===== config.mk =====
export PLATFORM = sky130hd
export DESIGN_NAME = nbr_ctrl
export DESIGN_NICKNAME = d
export VERILOG_FILES = /design/src/rtl/nbr_ctrl.sv
export SDC_FILE = /design/constraint.sdc
export NUM_CORES = 1
export LEC_CHECK = 0
export ABC_CLOCK_PERIOD_IN_PS = 3800
export CAP_MARGIN = 0
export CORE_AREA = 2 2 118 120
export CTS_BUF_LIST = sky130_fd_sc_hd__clkbuf_2 sky130_fd_sc_hd__clkbuf_4 sky130_fd_sc_hd__clkbuf_8
export CTS_CLUSTER_DIAMETER = 40
export DETAILED_ROUTE_END_ITERATION = 8
export DIE_AREA = 0 0 120 122
export GPL_TIMING_DRIVEN = 0
export PLACE_DENSITY = 0.5
export SETUP_SLACK_MARGIN = 0.5
export SYNTH_ARGS = -nofsm -noshare
export SYNTH_HDL_FRONTEND = slang
export SYNTH_SLANG_ARGS = --single-unit

===== constraint.sdc =====
create_clock -name CLK -period 3.8 [get_ports CLK]
set_input_delay 0.95 -clock CLK [delete_from_list [all_inputs] [get_ports CLK]]
set_output_delay 0.95 -clock CLK [all_outputs]
set_load 0.005 [all_outputs]

===== src/rtl/nbr_ctrl.sv =====
// nbr_ctrl: sequencing controller for the NBR32 bistable-ring PUF macro.
// Accepts a challenge, runs NEVAL reset/settle/sample evaluations of it on the ring,
// majority-votes the sampled ring output and returns the voted bit plus the ones-count.
//
// Ports
//   CLK, RESET               clock, synchronous active-high reset
//   REQ_VALID/READY/CHAL     challenge request handshake
//   RESP_VALID/READY         response handshake
//   RESP_BIT, RESP_ONES      voted bit and number of evaluations that sampled 1
//   BUSY                     transaction in progress
//   PUF_RESET, PUF_C         drive the ring RESET and C pins
//   PUF_OUT                  ring output, asynchronous to CLK
module nbr_ctrl #(
  parameter int unsigned CW         = 32,
  parameter int unsigned RST_CYC    = 4,
  parameter int unsigned SETTLE_CYC = 64,
  parameter int unsigned NEVAL      = 7,
  parameter int unsigned CNT_W      = 8
) (
  input  logic             CLK,
  input  logic             RESET,
  input  logic             REQ_VALID,
  output logic             REQ_READY,
  input  logic [CW-1:0]    REQ_CHAL,
  output logic             RESP_VALID,
  input  logic             RESP_READY,
  output logic             RESP_BIT,
  output logic [CNT_W-1:0] RESP_ONES,
  output logic             BUSY,
  output logic             PUF_RESET,
  output logic [CW-1:0]    PUF_C,
  input  logic             PUF_OUT
);

  localparam int unsigned PH_MAX = (RST_CYC > SETTLE_CYC) ? RST_CYC : SETTLE_CYC;
  localparam int unsigned PH_W   = (PH_MAX > 1) ? $clog2(PH_MAX) : 1;

  typedef enum logic [2:0] {
    S_IDLE,
    S_RST,
    S_SETTLE,
    S_SAMPLE,
    S_DONE
  } state_e;

  state_e           state_q, state_d;
  logic [PH_W-1:0]  ph_q, ph_d;
  logic [CNT_W-1:0] eval_q, eval_d;
  logic [CNT_W-1:0] ones_q, ones_d;
  logic [CNT_W-1:0] resp_ones_q, resp_ones_d;
  logic [CW-1:0]    chal_q, chal_d;
  logic             req_ready_q, req_ready_d;
  logic             resp_valid_q, resp_valid_d;
  logic             resp_bit_q, resp_bit_d;
  logic             busy_q, busy_d;
  logic             puf_reset_q, puf_reset_d;

  logic [1:0]       sync_q;
  logic             out_s;
  logic [CNT_W-1:0] eval_inc;
  logic [CNT_W:0]   twice_ones;

  // Two-flop synchronizer: the only path from the ring output into logic.
  always_ff @(posedge CLK) begin
    if (RESET) begin
      sync_q <= '0;
    end else begin
      sync_q <= {sync_q[0], PUF_OUT};
    end
  end

  assign out_s = sync_q[1];

  // State and output registers.
  always_ff @(posedge CLK) begin
    if (RESET) begin
      state_q      <= S_IDLE;
      ph_q         <= '0;
      eval_q       <= '0;
      ones_q       <= '0;
      resp_ones_q  <= '0;
      chal_q       <= '0;
      req_ready_q  <= 1'b0;
      resp_valid_q <= 1'b0;
      resp_bit_q   <= 1'b0;
      busy_q       <= 1'b0;
      puf_reset_q  <= 1'b1;
    end else begin
      state_q      <= state_d;
      ph_q         <= ph_d;
      eval_q       <= eval_d;
      ones_q       <= ones_d;
      resp_ones_q  <= resp_ones_d;
      chal_q       <= chal_d;
      req_ready_q  <= req_ready_d;
      resp_valid_q <= resp_valid_d;
      resp_bit_q   <= resp_bit_d;
      busy_q       <= busy_d;
      puf_reset_q  <= puf_reset_d;
    end
  end

  // Next-state and next-output logic.
  always_comb begin
    state_d      = state_q;
    ph_d         = ph_q;
    eval_d       = eval_q;
    ones_d       = ones_q;
    resp_ones_d  = resp_ones_q;
    chal_d       = chal_q;
    resp_valid_d = resp_valid_q;
    resp_bit_d   = resp_bit_q;
    eval_inc     = eval_q + CNT_W'(1);
    // Majority test done one bit wider so 2*ones cannot wrap.
    twice_ones   = {ones_q, 1'b0};

    unique case (state_q)
      S_IDLE: begin
        if (REQ_VALID && req_ready_q) begin
          chal_d  = REQ_CHAL;
          ones_d  = '0;
          eval_d  = '0;
          ph_d    = '0;
          state_d = S_RST;
        end
      end
      S_RST: begin
        if (ph_q == PH_W'(RST_CYC - 1)) begin
          ph_d    = '0;
          state_d = S_SETTLE;
        end else begin
          ph_d = ph_q + PH_W'(1);
        end
      end
      S_SETTLE: begin
        if (ph_q == PH_W'(SETTLE_CYC - 1)) begin
          ph_d    = '0;
          state_d = S_SAMPLE;
        end else begin
          ph_d = ph_q + PH_W'(1);
        end
      end
      S_SAMPLE: begin
        ones_d  = ones_q + CNT_W'(out_s);
        eval_d  = eval_inc;
        state_d = (eval_inc == CNT_W'(NEVAL)) ? S_DONE : S_RST;
      end
      S_DONE: begin
        // First DONE cycle captures the result; valid rises on the following edge.
        if (!resp_valid_q) begin
          resp_valid_d = 1'b1;
          resp_ones_d  = ones_q;
          resp_bit_d   = (twice_ones > (CNT_W + 1)'(NEVAL));
        end else if (RESP_READY) begin
          resp_valid_d = 1'b0;
          state_d      = S_IDLE;
        end
      end
      default: begin
        state_d = S_IDLE;
      end
    endcase

    // Registered outputs track the state being entered so they line up with it.
    req_ready_d = (state_d == S_IDLE);
    busy_d      = (state_d != S_IDLE);
    puf_reset_d = !((state_d == S_SETTLE) || (state_d == S_SAMPLE));
  end

  assign REQ_READY  = req_ready_q;
  assign RESP_VALID = resp_valid_q;
  assign RESP_BIT   = resp_bit_q;
  assign RESP_ONES  = resp_ones_q;
  assign BUSY       = busy_q;
  assign PUF_RESET  = puf_reset_q;
  assign PUF_C      = chal_q;

endmodule


==> impl_metrics.yaml <==
clock_tree:
  cts_sinks: 72
  h-tree-depth: 3
  clk_latency_ns: 0.34
  post_cts_buffers: 0
  ctsResizeCount: 0
  cts_tree: "done"
  clkTransAtPathRegs_ns: 0.07
  cts_hold_buf: 0
  numCtsBuffers: 9
  clockBufferDepth: 2
  root_buffer: "clkbuf_8"
timing:
  setup_viol: 0
  setup_tns_ns: 0
  fmax_mhz: 435
  fin_crit_sh_pct: 60.4
  drv_slew: 0
  fin_skew_ns: 0.00829
  post-route-min-period_ns: 2.30
  grt_setup_unrepaired: "false"
  relSlewSlack_pct: 57.6
  tightest_slew_ns: 0.636
  worst_hold_slack_ns: 0.442
  hold_violations: 0
yosys:
  ys.flop_type: "dfxtp_1"
  syn-num-nets: 416
  synth-seq-cells: 72
  synth_edf_count: 0
  ys.warnings.count: 0
  netlist_instances: 374
  avgSynthCellArea_um2: 8.13
  syn_area_mm2: 0.00304
  synth_common_cells: "nand2_1 (94), dfxtp_1 (72), a21oi_1 (60), nor2_1 (25), nand3_1 (13)"
  synthTopCellsByArea: "dfxtp_1 (47%), nand2_1 (12%), a21oi_1 (9.9%)"
  yosysSeqAreaShare_pct: 47.4
  synth_cell_types: 51
  synth_top_cell_area_share_pct: 47.4
  async_flop_share_pct: 0
  yosysMostFrequentCell: "nand2_1"
  synth_top_area_cell: "dfxtp_1"
pwr:
  power_density_mw_per_mm2: 429
  switching_power_w: 0.000521
  p_int_w: 0.00130
  power_w: 0.00182
  p_sw_share_pct: 28.7
  p_leak_nw: 1.49
  p_clk_share_pct: 29.9
  p_seq_share_pct: 47.3
  peakVddDrop_mv: 0.143
  combPwrFrac_pct: 22.9
worst_setup_path:
  crit_family: "buffers and inverters"
  worst_path_largest_cell_delay_ns: 0.46
  crit_chain: "clkdlybuf4s50_1 -> and4bb_1 -> nand2_1 -> buf_2 -> buf_2 -> nand2_1 -> a21oi_1"
  worst_setup_path_start_kind: "input port"
  cp-end-kind: "flip-flop"
  cp.buffers_inverters: 3
  slowest_stage: "clkdlybuf4s50_1"
  path_max_fanout: 10
  crit_type: "input port to flip-flop"
  cp_data_arrival_time_ns: 2.57
  cp.required_ns: 4.07
floorplanning:
  core_area_mm2: 0.0135
  ios: 82
  initial_core_util_pct: 22.5
  die_x_um: 120
  dieArea_mm2: 0.0146
  die_y_um: 122
  rows: 43
cells_and_area:
  finalNonFillerCells: 648
  multi_input_area_mm2: 0.00146
  finalNetCount: 507
  n_antenna_cell: 0
  areaGrowthSynthToFinish_pct: 39.2
  n_fill_cell: 1417
  drive_above_1_share_pct: 7.05
  regArea_mm2: 0.00144
routing:
  drt-total-wl_um: 8330
  avgRoutedWirePerCell_um: 12.9
  detail-route-antenna-nets: 0
  avgViaCountPerCell: 4.43
  drc: 0
  firstDrtPassIters: 4
  via_count: 2873
  drt_first_iter_violations: 123
run:
  max_cap_violations: 0
global_routing:
  grt_max_degree: 11
  grt_pass1_vias: 2716
  grt_first_pass_wirelength_um: 13400
  antenna_found_initial: 0
  grt_use_total_pct: 11.6
  overflow: 0
placed_design:
  dp_hpwl_um: 5930
  io_buffers: 80
  place_inst: 634
  place_congestion: 0.759
min_path:
  hp-class: "flip-flop to flip-flop"
run_status:
  outcome: "finished, final reports clean"
==> placed cells by master (no fill, tap or decap), types with 4 or more instances in the layout <==
| master | synthesis | routed |
|---|---|---|
| buf_2 | 7 | 7 |
| nor3_1 | 5 | 5 |
| clkbuf_8 | 0 | 10 |
| nand3_1 | 13 | 13 |
| a211oi_1 | 4 | 4 |
| clkbuf_1 | 12 | 12 |
| inv_1 | 4 | 4 |
| nor2b_1 | 4 | 4 |
| nand2_1 | 94 | 94 |
| nor2_1 | 25 | 25 |
| dfxtp_1 | 72 | 72 |
| clkdlybuf4s50_1 | 0 | 80 |
| o21ai_0 | 10 | 10 |
| a21oi_1 | 60 | 60 |
| ha_1 | 5 | 5 |
==> stage by stage <==
step	utilization [%]	cell area, um2	worst slack, ns
finish	31.3	4230	1.50
detailed placement	30.1	4070	1.15
global route	31.3	4230	1.38
global placement	30.1	4070	1.15
CTS	31.3	4230	1.50
floorplan	-	3040	1.92
==> routing by layer <==
layer	routed length [um]	vias up	GRT usage, %
li1	-	1461	-
met1	3900	1319	14.6
met2	3750	76	18.3
met3	529	17	3.89
met4	141	0	4.85
met5	0	-	0
==> power groups by stage <==
stage	combinational, W	sequential (W)	clock [W]
4_1_cts	0.000422	0.000860	0.000570
5_1_grt	0.000470	0.000867	0.000595
3_3_place_gp	0.000418	0.000874	0
3_5_place_dp	0.000420	0.000875	0
6_report	0.000416	0.000859	0.000542
2_1_floorplan	0.000209	0.000874	0
==> flip-flops by register name, indices dropped and copies added (netlist names) <==
signal      count
BUSY            1
PUF_C          32
PUF_RESET       1
REQ_READY       1
RESP_BIT        1
RESP_ONES       8
RESP_VALID      1
eval_q          8
ones_q          8
ph_q            6
state_q         3
sync_q          2
==> worst register-to-register path, stage by stage (launching register included) <==
cell and delay, ns:
dfxtp_1 0.36, ha_1 0.27, xnor2_1 0.14, nor4b_1 0.40
o2111ai_1 0.21, a21o_1 0.21
==> cells by family (layout without fill, tap and decap cells) <==
family	after synthesis	after routing	synth area share, %
xor+xnor	3	3	0.864
buf+inv	28	122	4.61
flops	72	72	47.4
simple gates	167	167	25.6
fa+ha+maj	5	5	2.06
compound gates	96	96	18.4
mux	3	3	1.03
==> area by class of cell <==
| type | count | share of cell area [%] |
|---|---|---|
| Sequential cell | 72 | 34.1 |
| Tap cell | 180 | 5.32 |
| Clock inverter | 1 | 0.118 |
| Multi-Input combinational cell | 274 | 34.5 |
| Clock buffer | 13 | 3.78 |
| Timing Repair Buffer | 80 | 18.9 |
| Buffer | 24 | 2.96 |
| Inverter | 4 | 0.355 |
==> worst paths after layout <==
kind                            startpoint    endpoint  slack (ns)  cells past startpoint
worst max register to register   eval_q[0]  state_q[0]        2.10                      5
worst max-delay path             REQ_VALID   PUF_C[30]        1.50                      7
worst min-delay path             sync_q[0]   sync_q[1]        0.44                      1
worst min register to register   sync_q[0]   sync_q[1]        0.44                      1
(Power assumes the default switching activity.)
==> patch: new RTL, same flow settings <==
Reset style: asynchronous (`RESET`), changed in 2 clocked blocks. Comments in the files are not updated.
--- a/src/rtl/nbr_ctrl.sv
+++ b/src/rtl/nbr_ctrl.sv
@@ -61,7 +61,7 @@
   logic [CNT_W:0]   twice_ones;
 
   // Two-flop synchronizer: the only path from the ring output into logic.
-  always_ff @(posedge CLK) begin
+  always_ff @(posedge CLK or posedge RESET) begin
     if (RESET) begin
       sync_q <= '0;
     end else begin
@@ -72,7 +72,7 @@
   assign out_s = sync_q[1];
 
   // State and output registers.
-  always_ff @(posedge CLK) begin
+  always_ff @(posedge CLK or posedge RESET) begin
     if (RESET) begin
       state_q      <= S_IDLE;
       ph_q         <= '0;
Check against the original RTL: differs if RESET is asserted again (counterexample within 4 cycles, from zero or initial values and one cycle with RESET high); with RESET held inactive, the same outputs for 10 cycles.
==> patch against the original RTL <==
Register-to-register slack about the same. Critical path type is now register to output pin. Worst setup slack got worse by 0.057 ns. Core utilization increased by 1.6 points. Wire length decreased by 8.9%. Global-route usage decreased by 1.0 points. Sequential share of layout area increased by 6.4 points. Sequential cell count unchanged. Final area increased by 5.2%. Area after synthesis increased by 5.5%. Non-clock buffer count decreased by 9. First-iteration DRC count increased by 19%.
Power is not compared: it rests on default switching activity, and its combinational part moved more than twofold at a synthesized area within 25%.
==> patch: results (changes against the original RTL) <==
[finish]
drive_gt1_frac = 0.106  ; was 0.0705
area_share_clock_buf_inv = 0.0396  ; was 0.0390
nets = 462  ; was 507
n_all_inverters = 9  ; was 4
area.sequential_sq_um = 1800  ; was 1440 sq um
buf_share = 0.207  ; was 0.219
nFillCells = 1359  ; was 1417
buffers = 95  ; was 104
multi_input_cells = 233  ; was 274
multiInputGateArea_sq_um = 1290  ; was 1460 sq um
nClkBuffers = 12  ; was 13

[worst_setup_path]
timing.rr.start = state_q[1]$_DFF_PP0_  ; was eval_q[0]$_SDFFE_PP0P_
cp_max_fo = 5  ; was 10
endpoint = RESP_VALID  ; was PUF_C[30]$_SDFFE_PP0P_
r2r_cells = 7  ; was 5
critPathMaxStageDelay_ns = 0.56  ; was 0.46 ns
reg2reg_to = PUF_C[7]$_DFFE_PP0P_  ; was state_q[0]$_SDFF_PP0_
r2r_slack_ns = 2.10  ; about the same
cp.arrival_ns = 1.40  ; was 2.57 ns
critPathLaunch = RESP_VALID$_DFFE_PP0N_  ; was REQ_VALID
slowest_stage = clkdlybuf4s50_1  ; unchanged

[power]
total_power_uw = 2810
p_sw_uw = 956
power_frac_comb = 0.388
vdd_drop_max_v = 0.000239

[placement]
place_hpwl_microns = 5380  ; was 5930 microns
numPortBuffers = 81  ; was 80
gp_congestion = 0.794  ; was 0.759

[grt]
grt_pass1_vias = 2481  ; was 2716
track_usage = 0.106  ; was 0.116
grt_pass1_wl_microns = 12300  ; was 13400 microns
grt_max_degree = 67  ; was 11

[route]
wl_per_cell_microns = 12.6  ; was 12.9 microns
drtIter0Drc = 146  ; was 123
first_pass_iters = 6  ; was 4
num_vias = 2586  ; was 2873

[hold_path]
min_to = sync_q[1]$_DFF_PP0_  ; was sync_q[1]$_SDFF_PP0_
hp-start = sync_q[0]$_DFF_PP0_  ; was sync_q[0]$_SDFF_PP0_
hold_depth = 0  ; was 1
min_path_type = register to register  ; unchanged

[yosys]
syn-num-nets = 369  ; was 416
synth.distinct_cells = 47  ; was 51
synthFlopType = dfrtp_1  ; was dfxtp_1
synth-seq-area-share = 0.562  ; was 0.474
async_reset_ff_frac = 1.00  ; was 0
synth_top_cells_by_count = nand2_1 (118), dfrtp_1 (71), nor2_1 (18)  ; was nand2_1 (94), dfxtp_1 (72), a21oi_1 (60)
ys_top_cells_by_area = dfrtp_1 (55%), nand2_1 (14%), mux2_2 (2.8%), o21ai_0 (2.2%), nor2_1 (2.1%)  ; was dfxtp_1 (47%), nand2_1 (12%), a21oi_1 (9.9%), nor2_1 (3.1%), nand3_1 (2.1%)

[timing]
relSlewSlack = 0.681  ; was 0.576
fin_skew_ns = 0.00903  ; was 0.00829 ns
whs_ns = 0.373  ; was 0.442 ns

[clock_tree]
clock-sinks = 72  ; unchanged
clkTransAtPathRegs_ns = 0.07  ; about the same
cts_buffers = 9  ; unchanged
cts-root-buf = clkbuf_8  ; unchanged
clockBufferDepth = 2  ; unchanged

[outcome]
outcome = complete, no violations  ; unchanged

## patch: per-stage QoR
step	setup slack (ns)	cells	utilization	area, sq um
after detailed placement	1.25	589	0.317	4270
after global routing	1.39	604	0.330	4450
after floorplan	1.03	327	-	3210
final	1.45	604	0.330	4450
after global placement	-0.346	588	0.314	4240
after CTS	1.41	604	0.330	4450
## patch: layer usage
metal / wire (microns) / up-vias / share of wire / global-route usage
met5: 0 / - / 0 / 0
met3: 326 / 15 / 0.043 / 0.0239
met2: 3630 / 67 / 0.48 / 0.166
met1: 3440 / 1234 / 0.45 / 0.138
li1: - / 1270 / - / -
met4: 199 / 0 / 0.026 / 0.0544
## patch: cells by family (layout without fill, tap and decap cells)
group,after synthesis,count (layout),share of synthesized area
simple gates,167,167,0.232
buf+inv,22,119,0.0359
mux,9,9,0.0312
fa+ha+maj,5,5,0.0195
xor+xnor,7,7,0.0191
compound gates,45,45,0.100
flops,72,72,0.562
